[config.mk]
export PLATFORM = sky130hd
export DESIGN_NAME = ball_physics_scheduler
export DESIGN_NICKNAME = d
export VERILOG_FILES = /design/src/rtl/breakout_pkg.sv /design/src/rtl/rect_overlap.sv /design/src/rtl/ball_physics_scheduler.sv
export SDC_FILE = /design/constraint.sdc
export NUM_CORES = 1
export LEC_CHECK = 0
export BUFFER_PORTS_ARGS = -buffer_cell sky130_fd_sc_hd__buf_2
export CAP_MARGIN = 25
export CORE_MARGIN = 3
export CORE_UTILIZATION = 60
export DETAILED_ROUTE_END_ITERATION = 6
export GPL_TIMING_DRIVEN = 0
export MAX_ROUTING_LAYER = met4
export PLACE_DENSITY = 0.88
export SLEW_MARGIN = 20
export SYNTH_ARGS = -nofsm -noshare
export SYNTH_HDL_FRONTEND = slang
export SYNTH_SLANG_ARGS = --single-unit
[constraint.sdc]
create_clock -name clk -period 5.9 [get_ports clk]
set_clock_uncertainty 0.1 [all_clocks]
set_input_delay 0.885 -clock clk [delete_from_list [all_inputs] [get_ports clk]]
set_output_delay 0.885 -clock clk [all_outputs]
set_load 0.01 [all_outputs]
[src/rtl/breakout_pkg.sv]
// Shared breakout geometry, brick grid sizing and scheduler state encoding.
// Imported by the physics scheduler and the pixel/RGB logic.
package breakout_pkg;

  typedef logic [9:0] coord_t;

  localparam int unsigned LEFT_WALL_X   = 190;
  localparam int unsigned RIGHT_WALL_X  = 790;
  localparam int unsigned CEILING_Y     = 35;
  localparam int unsigned FLOOR_Y       = 515;
  localparam int unsigned GRID_BOTTOM_Y = 160;
  localparam int unsigned BALL_STEP     = 2;
  localparam int unsigned START_LIVES   = 3;

  localparam int unsigned GRID_ROWS  = 5;
  localparam int unsigned GRID_COLS  = 12;
  localparam int unsigned NUM_BRICKS = GRID_ROWS * GRID_COLS;
  localparam int unsigned BRICK_W    = (RIGHT_WALL_X - LEFT_WALL_X) / GRID_COLS;
  localparam int unsigned BRICK_H    = (GRID_BOTTOM_Y - CEILING_Y) / GRID_ROWS;

  localparam int unsigned BALL_HALF     = 5;
  localparam int unsigned PADDLE_W      = 51;
  localparam int unsigned PADDLE_H      = 11;
  localparam int unsigned PADDLE_Y      = 500;
  localparam int unsigned PADDLE_HALF_W = (PADDLE_W - 1) / 2;
  localparam int unsigned PADDLE_HALF_H = (PADDLE_H - 1) / 2;
  // Ball resting one pixel above the paddle top after a bounce.
  localparam int unsigned PADDLE_BOUNCE_Y = PADDLE_Y - PADDLE_HALF_H - BALL_HALF - 1;

  localparam int unsigned SPAWN_X = 450;
  localparam int unsigned SPAWN_Y = 480;

  typedef enum logic [2:0] {
    ST_IDLE,
    ST_MOVE,
    ST_WALL,
    ST_PADDLE,
    ST_SCAN,
    ST_DONE
  } state_t;

  function automatic coord_t brick_x0(input logic [3:0] col);
    return coord_t'(LEFT_WALL_X + 32'(col) * BRICK_W);
  endfunction

  function automatic coord_t brick_y0(input logic [2:0] row);
    return coord_t'(CEILING_Y + 32'(row) * BRICK_H);
  endfunction

endpackage

[src/rtl/rect_overlap.sv]
// Combinational test: does the ball box (centre +/- BALL_HALF) touch a target box?
// All edges inclusive; the ball's left/top edge saturates at zero.
module rect_overlap
  import breakout_pkg::*;
(
  input  logic [9:0] cx,
  input  logic [9:0] cy,
  input  logic [9:0] x0,
  input  logic [9:0] x1,
  input  logic [9:0] y0,
  input  logic [9:0] y1,
  output logic       hit
);

  logic [10:0] bl, br, bt, bb;

  always_comb begin
    bl  = (cx >= coord_t'(BALL_HALF)) ? {1'b0, cx - coord_t'(BALL_HALF)} : 11'd0;
    br  = {1'b0, cx} + 11'(BALL_HALF);
    bt  = (cy >= coord_t'(BALL_HALF)) ? {1'b0, cy - coord_t'(BALL_HALF)} : 11'd0;
    bb  = {1'b0, cy} + 11'(BALL_HALF);
    hit = (bl <= {1'b0, x1}) && (br >= {1'b0, x0}) &&
          (bt <= {1'b0, y1}) && (bb >= {1'b0, y0});
  end

endmodule

[src/rtl/ball_physics_scheduler.sv]
// One breakout physics update per move_tick: step, bounce, then a one-brick-per-clk grid scan.
//   state  | meaning
//   IDLE   | waiting for move_tick (ignored once game_over)
//   MOVE   | step ball by BALL_STEP on both axes
//   WALL   | wall/ceiling clamp and bounce; floor loses a life and respawns
//   PADDLE | bounce off paddle when moving down
//   SCAN   | test one brick per clk, first unhit overlap wins
//   DONE   | frame_done pulse, all-bricks game-over check
module ball_physics_scheduler
  import breakout_pkg::*;
(
  input  logic        clk,
  input  logic        rst,
  input  logic        move_tick,
  input  logic [9:0]  paddle_x,
  output logic [9:0]  ball_x,
  output logic [9:0]  ball_y,
  output logic [59:0] hit_map,
  output logic [7:0]  score,
  output logic [1:0]  lives,
  output logic        game_over,
  output logic        busy,
  output logic        frame_done
);

  localparam coord_t X_MIN     = coord_t'(LEFT_WALL_X + BALL_HALF);
  localparam coord_t X_MAX     = coord_t'(RIGHT_WALL_X - BALL_HALF);
  localparam coord_t Y_MIN     = coord_t'(CEILING_Y + BALL_HALF);
  localparam coord_t Y_FLOOR   = coord_t'(FLOOR_Y - BALL_HALF);
  localparam coord_t STEP      = coord_t'(BALL_STEP);
  localparam coord_t PAD_HW    = coord_t'(PADDLE_HALF_W);
  localparam coord_t PAD_X_LIM = coord_t'(1023 - PADDLE_HALF_W);
  localparam logic [5:0] LAST_IDX = 6'(NUM_BRICKS - 1);
  localparam logic [3:0] LAST_COL = 4'(GRID_COLS - 1);

  state_t      state_q, state_d;
  coord_t      bx_d, by_d;
  logic        dir_x, dir_y, dx_d, dy_d;
  logic [59:0] map_d;
  logic [7:0]  score_d;
  logic [1:0]  lives_d;
  logic        go_d;
  logic [2:0]  row_q, row_d;
  logic [3:0]  col_q, col_d;
  logic [5:0]  idx_q, idx_d;

  coord_t pad_x0, pad_x1, brk_x0, brk_y0;
  logic   paddle_hit, brick_hit;

  always_comb begin
    pad_x0 = (paddle_x >= PAD_HW) ? paddle_x - PAD_HW : '0;
    pad_x1 = (paddle_x > PAD_X_LIM) ? '1 : paddle_x + PAD_HW;
    brk_x0 = brick_x0(col_q);
    brk_y0 = brick_y0(row_q);
  end

  rect_overlap u_paddle_hit (
    .cx (ball_x),
    .cy (ball_y),
    .x0 (pad_x0),
    .x1 (pad_x1),
    .y0 (coord_t'(PADDLE_Y - PADDLE_HALF_H)),
    .y1 (coord_t'(PADDLE_Y + PADDLE_HALF_H)),
    .hit(paddle_hit)
  );

  rect_overlap u_brick_hit (
    .cx (ball_x),
    .cy (ball_y),
    .x0 (brk_x0),
    .x1 (brk_x0 + coord_t'(BRICK_W - 1)),
    .y0 (brk_y0),
    .y1 (brk_y0 + coord_t'(BRICK_H - 1)),
    .hit(brick_hit)
  );

  always_ff @(posedge clk or posedge rst) begin
    if (rst) begin
      state_q   <= ST_IDLE;
      ball_x    <= coord_t'(SPAWN_X);
      ball_y    <= coord_t'(SPAWN_Y);
      dir_x     <= 1'b1;
      dir_y     <= 1'b0;
      hit_map   <= '0;
      score     <= '0;
      lives     <= 2'(START_LIVES);
      game_over <= 1'b0;
      row_q     <= '0;
      col_q     <= '0;
      idx_q     <= '0;
    end else begin
      state_q   <= state_d;
      ball_x    <= bx_d;
      ball_y    <= by_d;
      dir_x     <= dx_d;
      dir_y     <= dy_d;
      hit_map   <= map_d;
      score     <= score_d;
      lives     <= lives_d;
      game_over <= go_d;
      row_q     <= row_d;
      col_q     <= col_d;
      idx_q     <= idx_d;
    end
  end

  always_comb begin
    state_d = state_q;
    bx_d    = ball_x;
    by_d    = ball_y;
    dx_d    = dir_x;
    dy_d    = dir_y;
    map_d   = hit_map;
    score_d = score;
    lives_d = lives;
    go_d    = game_over;
    row_d   = row_q;
    col_d   = col_q;
    idx_d   = idx_q;
    case (state_q)
      ST_IDLE: if (move_tick && !game_over) state_d = ST_MOVE;
      ST_MOVE: begin
        bx_d    = dir_x ? ball_x + STEP : ball_x - STEP;
        by_d    = dir_y ? ball_y + STEP : ball_y - STEP;
        state_d = ST_WALL;
      end
      ST_WALL: begin
        if (ball_x <= X_MIN) begin dx_d = 1'b1; bx_d = X_MIN; end
        if (ball_x >= X_MAX) begin dx_d = 1'b0; bx_d = X_MAX; end
        if (ball_y <= Y_MIN) begin dy_d = 1'b1; by_d = Y_MIN; end
        // Floor loss overrides any clamp above: the ball respawns.
        if (ball_y >= Y_FLOOR) begin
          if (lives != 2'd0) lives_d = lives - 2'd1;
          if (lives <= 2'd1) go_d = 1'b1;
          bx_d    = coord_t'(SPAWN_X);
          by_d    = coord_t'(SPAWN_Y);
          dx_d    = 1'b1;
          dy_d    = 1'b0;
          state_d = ST_DONE;
        end else begin
          state_d = ST_PADDLE;
        end
      end
      ST_PADDLE: begin
        if (dir_y && paddle_hit) begin
          dy_d = 1'b0;
          by_d = coord_t'(PADDLE_BOUNCE_Y);
        end
        row_d   = '0;
        col_d   = '0;
        idx_d   = '0;
        state_d = ST_SCAN;
      end
      ST_SCAN: begin
        if (!hit_map[idx_q] && brick_hit) begin
          map_d[idx_q] = 1'b1;
          score_d      = (score == 8'hFF) ? score : score + 8'd1;
          dy_d         = ~dir_y;
          state_d      = ST_DONE;
        end else if (idx_q == LAST_IDX) begin
          state_d = ST_DONE;
        end else begin
          idx_d = idx_q + 6'd1;
          if (col_q == LAST_COL) begin
            col_d = '0;
            row_d = row_q + 3'd1;
          end else begin
            col_d = col_q + 4'd1;
          end
        end
      end
      ST_DONE: begin
        if (&hit_map) go_d = 1'b1;
        state_d = ST_IDLE;
      end
      default: state_d = ST_IDLE;
    endcase
  end

  assign busy       = (state_q != ST_IDLE);
  assign frame_done = (state_q == ST_DONE);

endmodule

==> results of run 1 <==
Yosys cell counts, types with 11 or more instances:
library cell,count
inv_1,56
dfrtp_1,98
nand4_1,27
o21bai_1,34
ha_1,109
o21ai_0,49
a21oi_1,59
clkbuf_1,39
dfstp_2,11
nor2_1,86
nor2b_1,18
nand3_1,28
nor3_1,27
xnor2_1,44
xor2_1,31
a21o_1,39
nand2b_1,20
or3_1,15
a31oi_1,12
nand2_1,86
critical path: stages (launching register included):
cell	delay, ns
dfrtp_2	0.45
inv_1	0.15
ha_4	0.32
ha_1	0.17
inv_1	0.06
fa_1	0.48
xor2_1	0.18
o21ai_0	0.15
xnor2_1	0.30
nand3_1	0.15
xnor2_1	0.15
ha_1	0.30
nand3_1	0.10
or3_1	0.34
or3_1	0.33
a21oi_1	0.22
or4b_1	0.44
buf_2	0.18
or2_1	0.24
buf_2	0.18
buf_2	0.23
nor2_2	0.26
a31o_2	0.19
stage by stage:
stage	cells	setup TNS (ns)	worst slack (ns)	hold slack [ns]	util [%]
after floorplan	1055	0	0.911	0.412	-
after global placement	1339	0	0.143	0.377	67.4
after detailed placement	1340	0	0.108	0.394	67.6
after CTS	1356	0	0.0152	0.409	69.6
after global routing	1359	-0.127	-0.0497	0.436	70.1
final	1359	0	0.164	0.403	70.1
state kept, by name (all words and copies together), names as in the netlist:
name and cells:
ball_x 10, dir_y 1, ball_y 10, idx_q 6, game_over 1, state_q 3, score 8, dir_x 1
col_q 4, lives 2, hit_map 60, row_q 3
worst min-delay path by stage:
stage | from | endpoint | slack [ns] | cells after the start
after floorplan | lives[1] | lives[1] | 0.41 | 2
after detailed placement | score[4] | score[4] | 0.39 | 1
after global placement | score[4] | score[4] | 0.38 | 1
after global routing | score[4] | score[4] | 0.44 | 1
final | score[4] | score[4] | 0.40 | 1
after CTS | score[4] | score[4] | 0.41 | 1
what timing repair did:
action                     in CTS  in global routing
hold buffers                    0                  0
setup endpoints to repair       0                 66
setup buffers                   0                  2
gates resized for setup         0                  8
per-layer routing:
layer / track usage (%) / vias up / share of wire [%]
met4: 10.3 / 0 / 3.0
met3: 4.67 / 86 / 7.5
met5: - / - / 0
li1: - / 4024 / -
met2: 50.1 / 401 / 47
met1: 40.6 / 4055 / 43
cell type report:
class / instances / area, um2
Multi-Input combinational cell: 840 / 6140
Fill cell: 1158 / 4430
Sequential cell: 109 / 2740
Timing Repair Buffer: 104 / 548
Tap cell: 184 / 230
Clock buffer: 9 / 225
Inverter: 56 / 215
Buffer: 50 / 198
Clock inverter: 7 / 73.8
kinds of logic after synthesis:
group / after synthesis / synth area share (%)
adder cells (fa/ha/maj): 113 / 15.6
XOR/XNOR: 75 / 7.11
buffers and inverters: 106 / 4.41
multiplexers: 30 / 4.74
AO/OA/AOI/OAI: 262 / 19.0
AND/OR/NAND/NOR: 359 / 19.5
flip-flops: 109 / 29.7
other: 1 / 0.0406
power groups by stage:
stage	Combinational (mW)	Clock, mW	Sequential [mW]
finish	3.88	0.619	1.10
global route	4.36	0.652	1.12
CTS	3.80	0.621	1.10
detailed placement	3.77	0	1.11
global placement	3.62	0	1.10
floorplan	2.85	0	1.10
==> metrics, run 1 <==
Netlist Area Pre-Place=9250 um2; share of final-layout standard cells stronger than drive strength 1=15.6%; Worst Reg2Reg Path Length in Cells=22; proportion of synthesized chip area in sequential cells=29.7%; static leakage power=5.12 nW; cell area power density=540 nW/um2; switching part of the total=49.4%; routed wirelength normalized by instance count=18.7 um; number of input and output port buffers inserted=100; final number of hold-violating endpoints=0; number of distinct library cells after synthesis=72; flip-flop and latch count after synthesis=109; capture point of the worst reg-to-reg path=hit_map[57]; arrival time at the worst endpoint=5.94 ns; instance count of the mapped netlist=1055; total number of clock tree sinks=109; commonest cells after routing, fill and taps aside=108 x ha_1, 105 x buf_2, 97 x dfrtp_1; design internal power=2.83 mW; final slew viol count=0; CTS max path bufs=2; flop2flop setup slack=0.16 ns; deepest level of the CTS H-tree=3; sum of net half-perimeters after detailed placement=19500 um; min Tclk post-route=5.74 ns; clock input transition at the sequential cells of the worst setup and hold paths=0.09 ns; post-synthesis to final-layout area growth=12.2%; slew margin rel.=43.2%; Inserted Diodes=0; number of I/O pins=106; area enclosed by the die boundary=16900 um2; TritonCTS clock tree=yes; RePlAce Congestion=0.952; Via density=6.30; Yosys warning total=0; kind of path behind the tightest hold check=reg -> reg; transition time at the pin with the least slew margin=0.840 ns; pin count of the biggest net entering global routing=67; CP startpoint=col_q[0]; run status=complete, no violations; Gate power share=69.3%; initial core utilization=62.4%; total design power=5.60 mW; proportion of netlist area held by the largest area contributor=26.5%; post-synth net total=1181; worst setup path endpoint=hit_map[57]; worst endpoint required time=6.11 ns; Avg Cell Area, Syn=8.76 um2; number of global-route vias before repair=8439; proportion of power drawn by the clock network=11.1%; wire length of the first global-routing pass=41400 um; cell types occupying the most area after synthesis=dfrtp_1 27%, ha_1 15%, xnor2_1 4.2%, nand2_1 3.5%, nor2_1 3.5%; Main synth FF type=dfrtp_1; number of nets with antenna violations after detailed routing=0; category of the critical setup timing path=reg -> reg; Setup crit end kind=flop; routed wire length=25400 um; Critical Path Fanout Max=10; sequential fraction of design power=19.7%; core region area=14800 um2; Post-Layout Inst Area=10400 um2; cell type contributing the most total cell area after synthesis=dfrtp_1; commonest non-fill, non-tap cell in the layout=ha_1; Async S/R FF share, synth=100%; Finish-stage setup viols=0; reported net switching power=2.77 mW; largest voltage drop on the vdd net=0.221 mV; CTS Root Buffer Type=clkbuf_16; Initial DRC Count=681; number of nets in the layout=1296; instance area at placement=10000 um2; floorplan die width=130 um; number of DRC violations after detailed routing=0; total routing resource utilization after global routing=31.1%; maximum operating frequency=174 MHz; number of search-and-repair iterations in the first detailed-routing pass=5; total CTS buffers=9; row count=44; final period utilization=97.2%; worst r2r src=col_q[0]; type of origin of the critical path=flop; max-cap check violation count=0; Post-synth EDFFs=0; clock latency at the later pin of the worst-skew pair=0.36 ns; number of antenna violations at the first check in global routing=0; grt total ovfl=0; vertical extent of the die=130 um; via count of the routed design=8566
Note: power is estimated with default switching activity, not from simulation.
==> run 2, diff against run 1 <==
--- a/config.mk
+++ b/config.mk
@@ -8,11 +8,12 @@
 export BUFFER_PORTS_ARGS = -buffer_cell sky130_fd_sc_hd__buf_2
 export CAP_MARGIN = 25
 export CORE_MARGIN = 3
-export CORE_UTILIZATION = 60
+export CORE_UTILIZATION = 62
+export CTS_BUF_LIST = sky130_fd_sc_hd__clkbuf_2 sky130_fd_sc_hd__clkbuf_4 sky130_fd_sc_hd__clkbuf_8
 export DETAILED_ROUTE_END_ITERATION = 6
 export GPL_TIMING_DRIVEN = 0
 export MAX_ROUTING_LAYER = met4
-export PLACE_DENSITY = 0.88
+export PLACE_DENSITY = 0.9
 export SLEW_MARGIN = 20
 export SYNTH_ARGS = -nofsm -noshare
 export SYNTH_HDL_FRONTEND = slang
==> run 2 against run 1 <==
Critical path depth stayed put. Non-clock buffer count fell by 2. Die area shrank 3.1%. Global-route usage rose by 0.43 points. Fmax increased by 1.5%. Sequential share of layout area is 0.29 points higher. Final cell count is 0.44% lower. Critical path type unchanged.
==> metrics, run 2 (synthesis gave the netlist of run 1 again) <==
worst r2r src=col_q[0]; via count of the routed design=8610; worst setup path endpoint=hit_map[52]; global route hottest layer=met2; met2 Track Usage GR=48.1%; capture point of the worst reg-to-reg path=hit_map[52]; slew margin rel.=44.4%; cell area power density=532 nW/um2; run status=complete, no violations; type of origin of the critical path=flop; largest registers=hit_map x60, ball_x x10, ball_y x10; commonest non-fill, non-tap cell in the layout=ha_1; flip-flop count of the largest register, all copies and words added=60; arrival time at the worst endpoint=5.90 ns; core region area=14200 um2; area enclosed by the die boundary=16400 um2; Initial DRC Count=863; clock input transition at the sequential cells of the worst setup and hold paths=0.12 ns; number of antenna violations at the first check in global routing=0; number of nets in the layout=1294; number of search-and-repair iterations in the first detailed-routing pass=7; min Tclk post-route=5.65 ns; number of I/O pins=106; filler-free cell count of the finished design=1353; instance area at placement=10000 um2; Worst Reg2Reg Path Length in Cells=22; TritonCTS clock tree=yes; global-route track usage on met3=6.29%; max-cap check violation count=0; deepest level of the CTS H-tree=3; total number of clock tree sinks=109; FILL cells=1105; vertical extent of the die=128 um; footprint of the multi-input gates=6150 um2; transition time at the pin with the least slew margin=0.830 ns; register cell area after layout=2740 um2; post-synthesis to final-layout area growth=11.0%; largest voltage drop on the vdd net=0.283 mV; initial core utilization=65.1%; Inserted Diodes=0; CTS Root Buffer Type=clkbuf_8; worst stage delay on the critical path=0.45 ns; CTS max path bufs=2; hold slack=0.331 ns; CP startpoint=col_q[0]; final setup TNS=0 ns; wire length of the first global-routing pass=41100 um; category of the critical setup timing path=reg -> reg; cell type of the slowest stage on the worst timing path=dfrtp_2; total CTS buffers=9; met1 usage=42.3%; number of nets with antenna violations after detailed routing=0; commonest cells after routing, fill and taps aside=108 x ha_1, 104 x buf_2, 96 x dfrtp_1; number of global-route vias before repair=8157; count of placed standard cells including taps=1336; Via density=6.36; static leakage power=5.06 nW; final slew viol count=0; pre-CTS setup slack=0.118 ns; Setup crit end kind=flop; number of input and output port buffers inserted=100; final period utilization=95.8%; pin count of the biggest net entering global routing=82; Critical Path Fanout Max=10; number of DRC violations after detailed routing=0; cells traversed along the worst timing path=inv_1 > ha_4 > ha_1 > inv_1 > fa_1 > xor2_1 > o21ai_0 > xnor2_1 > nand3_1 > xnor2_1 > ha_1 > nand3_1 > or3_1 > or3_1 > a21oi_1 > or4b_1 > buf_2 > or2_1 > buf_2 > clkbuf_4 > nor3_4 > a21o_1; maximum operating frequency=177 MHz; Finish-stage setup viols=0; worst endpoint required time=6.15 ns; share of final-layout standard cells stronger than drive strength 1=15.7%; Post-Layout Inst Area=10300 um2; grt total ovfl=0; total routing resource utilization after global routing=31.6%; flop2flop setup slack=0.25 ns; final number of hold-violating endpoints=0; routed wire length=25200 um; clock latency at the later pin of the worst-skew pair=0.40 ns; min setup slack post-route=0.250 ns; row count=43; register containing the most flip-flops in the final layout=hit_map; routed wirelength normalized by instance count=18.6 um; floorplan die width=128 um; sum of net half-perimeters after detailed placement=19400 um; kind of path behind the tightest hold check=in -> async; RePlAce Congestion=0.987
run 2: cell type report:
class | count | area share, %
Buffer | 50 | 1.95
Clock buffer | 10 | 1.28
Clock inverter | 6 | 0.585
Inverter | 56 | 2.10
Multi-Input combinational cell | 840 | 60.0
Sequential cell | 109 | 26.7
Tap cell | 180 | 2.19
Timing Repair Buffer | 102 | 5.22
run 2: power by group:
group / total, mW / switching (mW) / internal, mW
combinational: 3.90 / 2.28 / 1.62
sequential: 1.10 / 0.191 / 0.909
clock: 0.464 / 0.293 / 0.171
total: 5.46 / 2.76 / 2.70
run 2: how the worst min path moves through the flow:
stage | startpoint | endpoint | slack (ns) | cells past startpoint
2_1_floorplan | lives[1] | lives[1] | 0.41 | 2
3_3_place_gp | score[4] | score[4] | 0.38 | 1
4_1_cts | rst | ball_y[4] | 0.34 | 2
5_1_grt | rst | ball_y[4] | 0.34 | 2
3_5_place_dp | score[4] | score[4] | 0.39 | 1
6_report | rst | ball_y[1] | 0.33 | 2
run 2: critical path, delay by kind of cell (launching register included):
family,cells,cell delay (ns)
flip-flops,1,0.45
XOR/XNOR,3,0.60
buffers and inverters,5,0.79
AO/OA/AOI/OAI,3,0.50
AND/OR/NAND/NOR,7,1.91
adder cells (fa/ha/maj),4,1.24
run 2: per-stage QoR:
stage                     power, mW  utilization [%]
after floorplan                3.95                -
after global placement         4.72             70.2
after CTS                      5.37             71.8
after detailed placement       4.88             70.5
after global routing           5.98             72.3
final                          5.46             72.3
run 2: repair_timing:
action / in CTS / in global routing
setup buffers: 0 / 1
endpoints found under the hold margin: 0 / 0
hold buffers: 0 / 0
setup endpoints to repair: 0 / 64
gates resized for setup: 0 / 11
run 2: metal layers:
layer	vias up	share of wire (%)
met5	-	0
met4	0	3.6
met3	80	8.4
met2	423	46
met1	4092	42
li1	4015	-
==> run 3, diff against run 2 <==
==> constraint.sdc (replaced) <==
create_clock -name clk -period 6.2 [get_ports clk]
set_clock_uncertainty 0.1 [all_clocks]
set_input_delay 0.93 -clock clk [delete_from_list [all_inputs] [get_ports clk]]
set_output_delay 0.93 -clock clk [all_outputs]
set_load 0.02 [all_outputs]
==> run 3 against run 2 <==
Non-clock buffer count shrank 1. Final cell count barely moved. Highest routed layer unchanged. Combinational power is 4% lower. Fmax decreased by 3.8%. Wire length decreased by 0.40%. Critical path depth is the same. Design area fell by 0.60%. Sequential share of layout area up 0.14 points.
==> metrics, run 3 (synthesis gave the netlist of run 1 again) <==
run status=complete, no violations; routed wirelength normalized by instance count=18.6 um; number of DRC violations after detailed routing=0; instance area at placement=10000 um2; proportion of power drawn by the clock network=8.4%; initial core utilization=65.1%; via count of the routed design=8635; total design power=5.23 mW; number of search-and-repair iterations in the first detailed-routing pass=6; Gate power share=71.6%; share of final-layout standard cells stronger than drive strength 1=14.8%; arrival time at the worst endpoint=6.12 ns; number of global-route vias before repair=8157; total number of clock tree sinks=109; number of nets in the layout=1293; final period utilization=94.7%; row count=43; total CTS buffers=9; slew margin rel.=41.7%; cell area power density=512 nW/um2; Critical path buffers and inverters=6; Post-Layout Inst Area=10200 um2; switching part of the total=51.3%; post-CTS setup buffer count=0; CTS max path bufs=2; hold slack=0.380 ns; capture point of the worst reg-to-reg path=hit_map[52]; RePlAce Congestion=0.987; number of nets with antenna violations after detailed routing=0; deepest level of the CTS H-tree=3; total of cells resized after clock tree synthesis=0; routed wire length=25100 um; final setup TNS=0 ns; largest registers=hit_map x60, ball_x x10, ball_y x10; maximum operating frequency=170 MHz; worst r2r src=col_q[0]; hold buffer count at CTS=0; Worst Reg2Reg Path Length in Cells=22; Via density=6.39; sum of net half-perimeters after detailed placement=19400 um; transition time at the pin with the least slew margin=0.869 ns; wire length of the first global-routing pass=41100 um; static leakage power=5.05 nW; TritonCTS clock tree=yes; design internal power=2.54 mW; total routing resource utilization after global routing=31.6%; grt total ovfl=0; vertical extent of the die=128 um; flip-flop count of the largest register, all copies and words added=60; min setup slack post-route=0.326 ns; Initial DRC Count=867; Inserted Diodes=0; flop2flop setup slack=0.33 ns; Critical Path Fanout Max=10; area enclosed by the die boundary=16400 um2; max-cap check violation count=0; register containing the most flip-flops in the final layout=hit_map; final number of hold-violating endpoints=0; clock input transition at the sequential cells of the worst setup and hold paths=0.12 ns; floorplan die width=128 um; Finish-stage setup viols=0; reported net switching power=2.68 mW; Worst path top cell family by delay=simple AND/OR/NAND/NOR gates; worst stage delay on the critical path=0.55 ns; worst endpoint required time=6.45 ns; commonest cells after routing, fill and taps aside=109 x ha_1, 105 x buf_2, 98 x dfrtp_1; largest voltage drop on the vdd net=0.269 mV; pre-CTS setup slack=0.418 ns; number of antenna violations at the first check in global routing=0; post-synthesis to final-layout area growth=10.4%; Setup crit end kind=flop; core region area=14200 um2; pin count of the biggest net entering global routing=82; category of the critical setup timing path=reg -> reg; final slew viol count=0; clock latency at the later pin of the worst-skew pair=0.40 ns; cells traversed along the worst timing path=inv_1 > ha_1 > ha_1 > inv_1 > fa_1 > nor2_1 > xnor2_1 > inv_1 > nor3_1 > xnor2_1 > ha_1 > nand3_1 > or3_1 > or3_1 > a21oi_1 > or4b_1 > buf_2 > or2_1 > buf_2 > buf_2 > nor3_2 > a21o_1; type of origin of the critical path=flop; cell type of the slowest stage on the worst timing path=fa_1; number of I/O pins=106; sequential fraction of design power=20.0%; min Tclk post-route=5.87 ns; unrepaired setup endpoints after global routing=false; commonest non-fill, non-tap cell in the layout=ha_1; CTS Root Buffer Type=clkbuf_8; number of input and output port buffers inserted=100; kind of path behind the tightest hold check=in -> async
run 3: changes by cell type in the layout (fill, tap and decap cells not counted), sizes merged:
cell    before  now
clkbuf      50   49
run 3: power by group through the flow:
stage | Combinational, mW | Clock [mW] | Sequential [mW]
global route | 4.18 | 0.469 | 1.07
CTS | 3.70 | 0.443 | 1.04
detailed placement | 3.67 | 0 | 1.05
finish | 3.74 | 0.441 | 1.04
global placement | 3.52 | 0 | 1.05
floorplan | 2.72 | 0 | 1.11
run 3: worst max path at each step:
| stage | to | start | cells after the start |
|---|---|---|---|
| floorplan | score[4] | col_q[0] | 22 |
| global placement | hit_map[52] | col_q[0] | 22 |
| detailed placement | hit_map[48] | col_q[0] | 22 |
| CTS | hit_map[48] | col_q[0] | 22 |
| global route | hit_map[52] | col_q[0] | 22 |
| finish | hit_map[52] | col_q[0] | 22 |
run 3: per-layer routing:
layer | GRT usage, % | share of wire [%] | vias up
li1 | - | - | 4020
met4 | 10.9 | 3.4 | 0
met1 | 42.3 | 42 | 4116
met3 | 6.29 | 8.1 | 72
met5 | - | 0 | -
met2 | 48.1 | 46 | 427
run 3: cell type report:
class	instances	area (um2)
clock inverter	6	60.1
tap	180	225
timing repair buffer	101	528
buffer	50	198
inverter	56	215
sequential	109	2740
multi-input combinational	840	6110
fill	1121	4000
clock buffer	10	131
run 3: through the flow:
| stage | std cells | util (%) |
|---|---|---|
| 5_1_grt | 1352 | 71.8 |
| 4_1_cts | 1352 | 71.8 |
| 3_3_place_gp | 1335 | 70.2 |
| 3_5_place_dp | 1336 | 70.5 |
| 2_1_floorplan | 1055 | - |
| 6_report | 1352 | 71.8 |
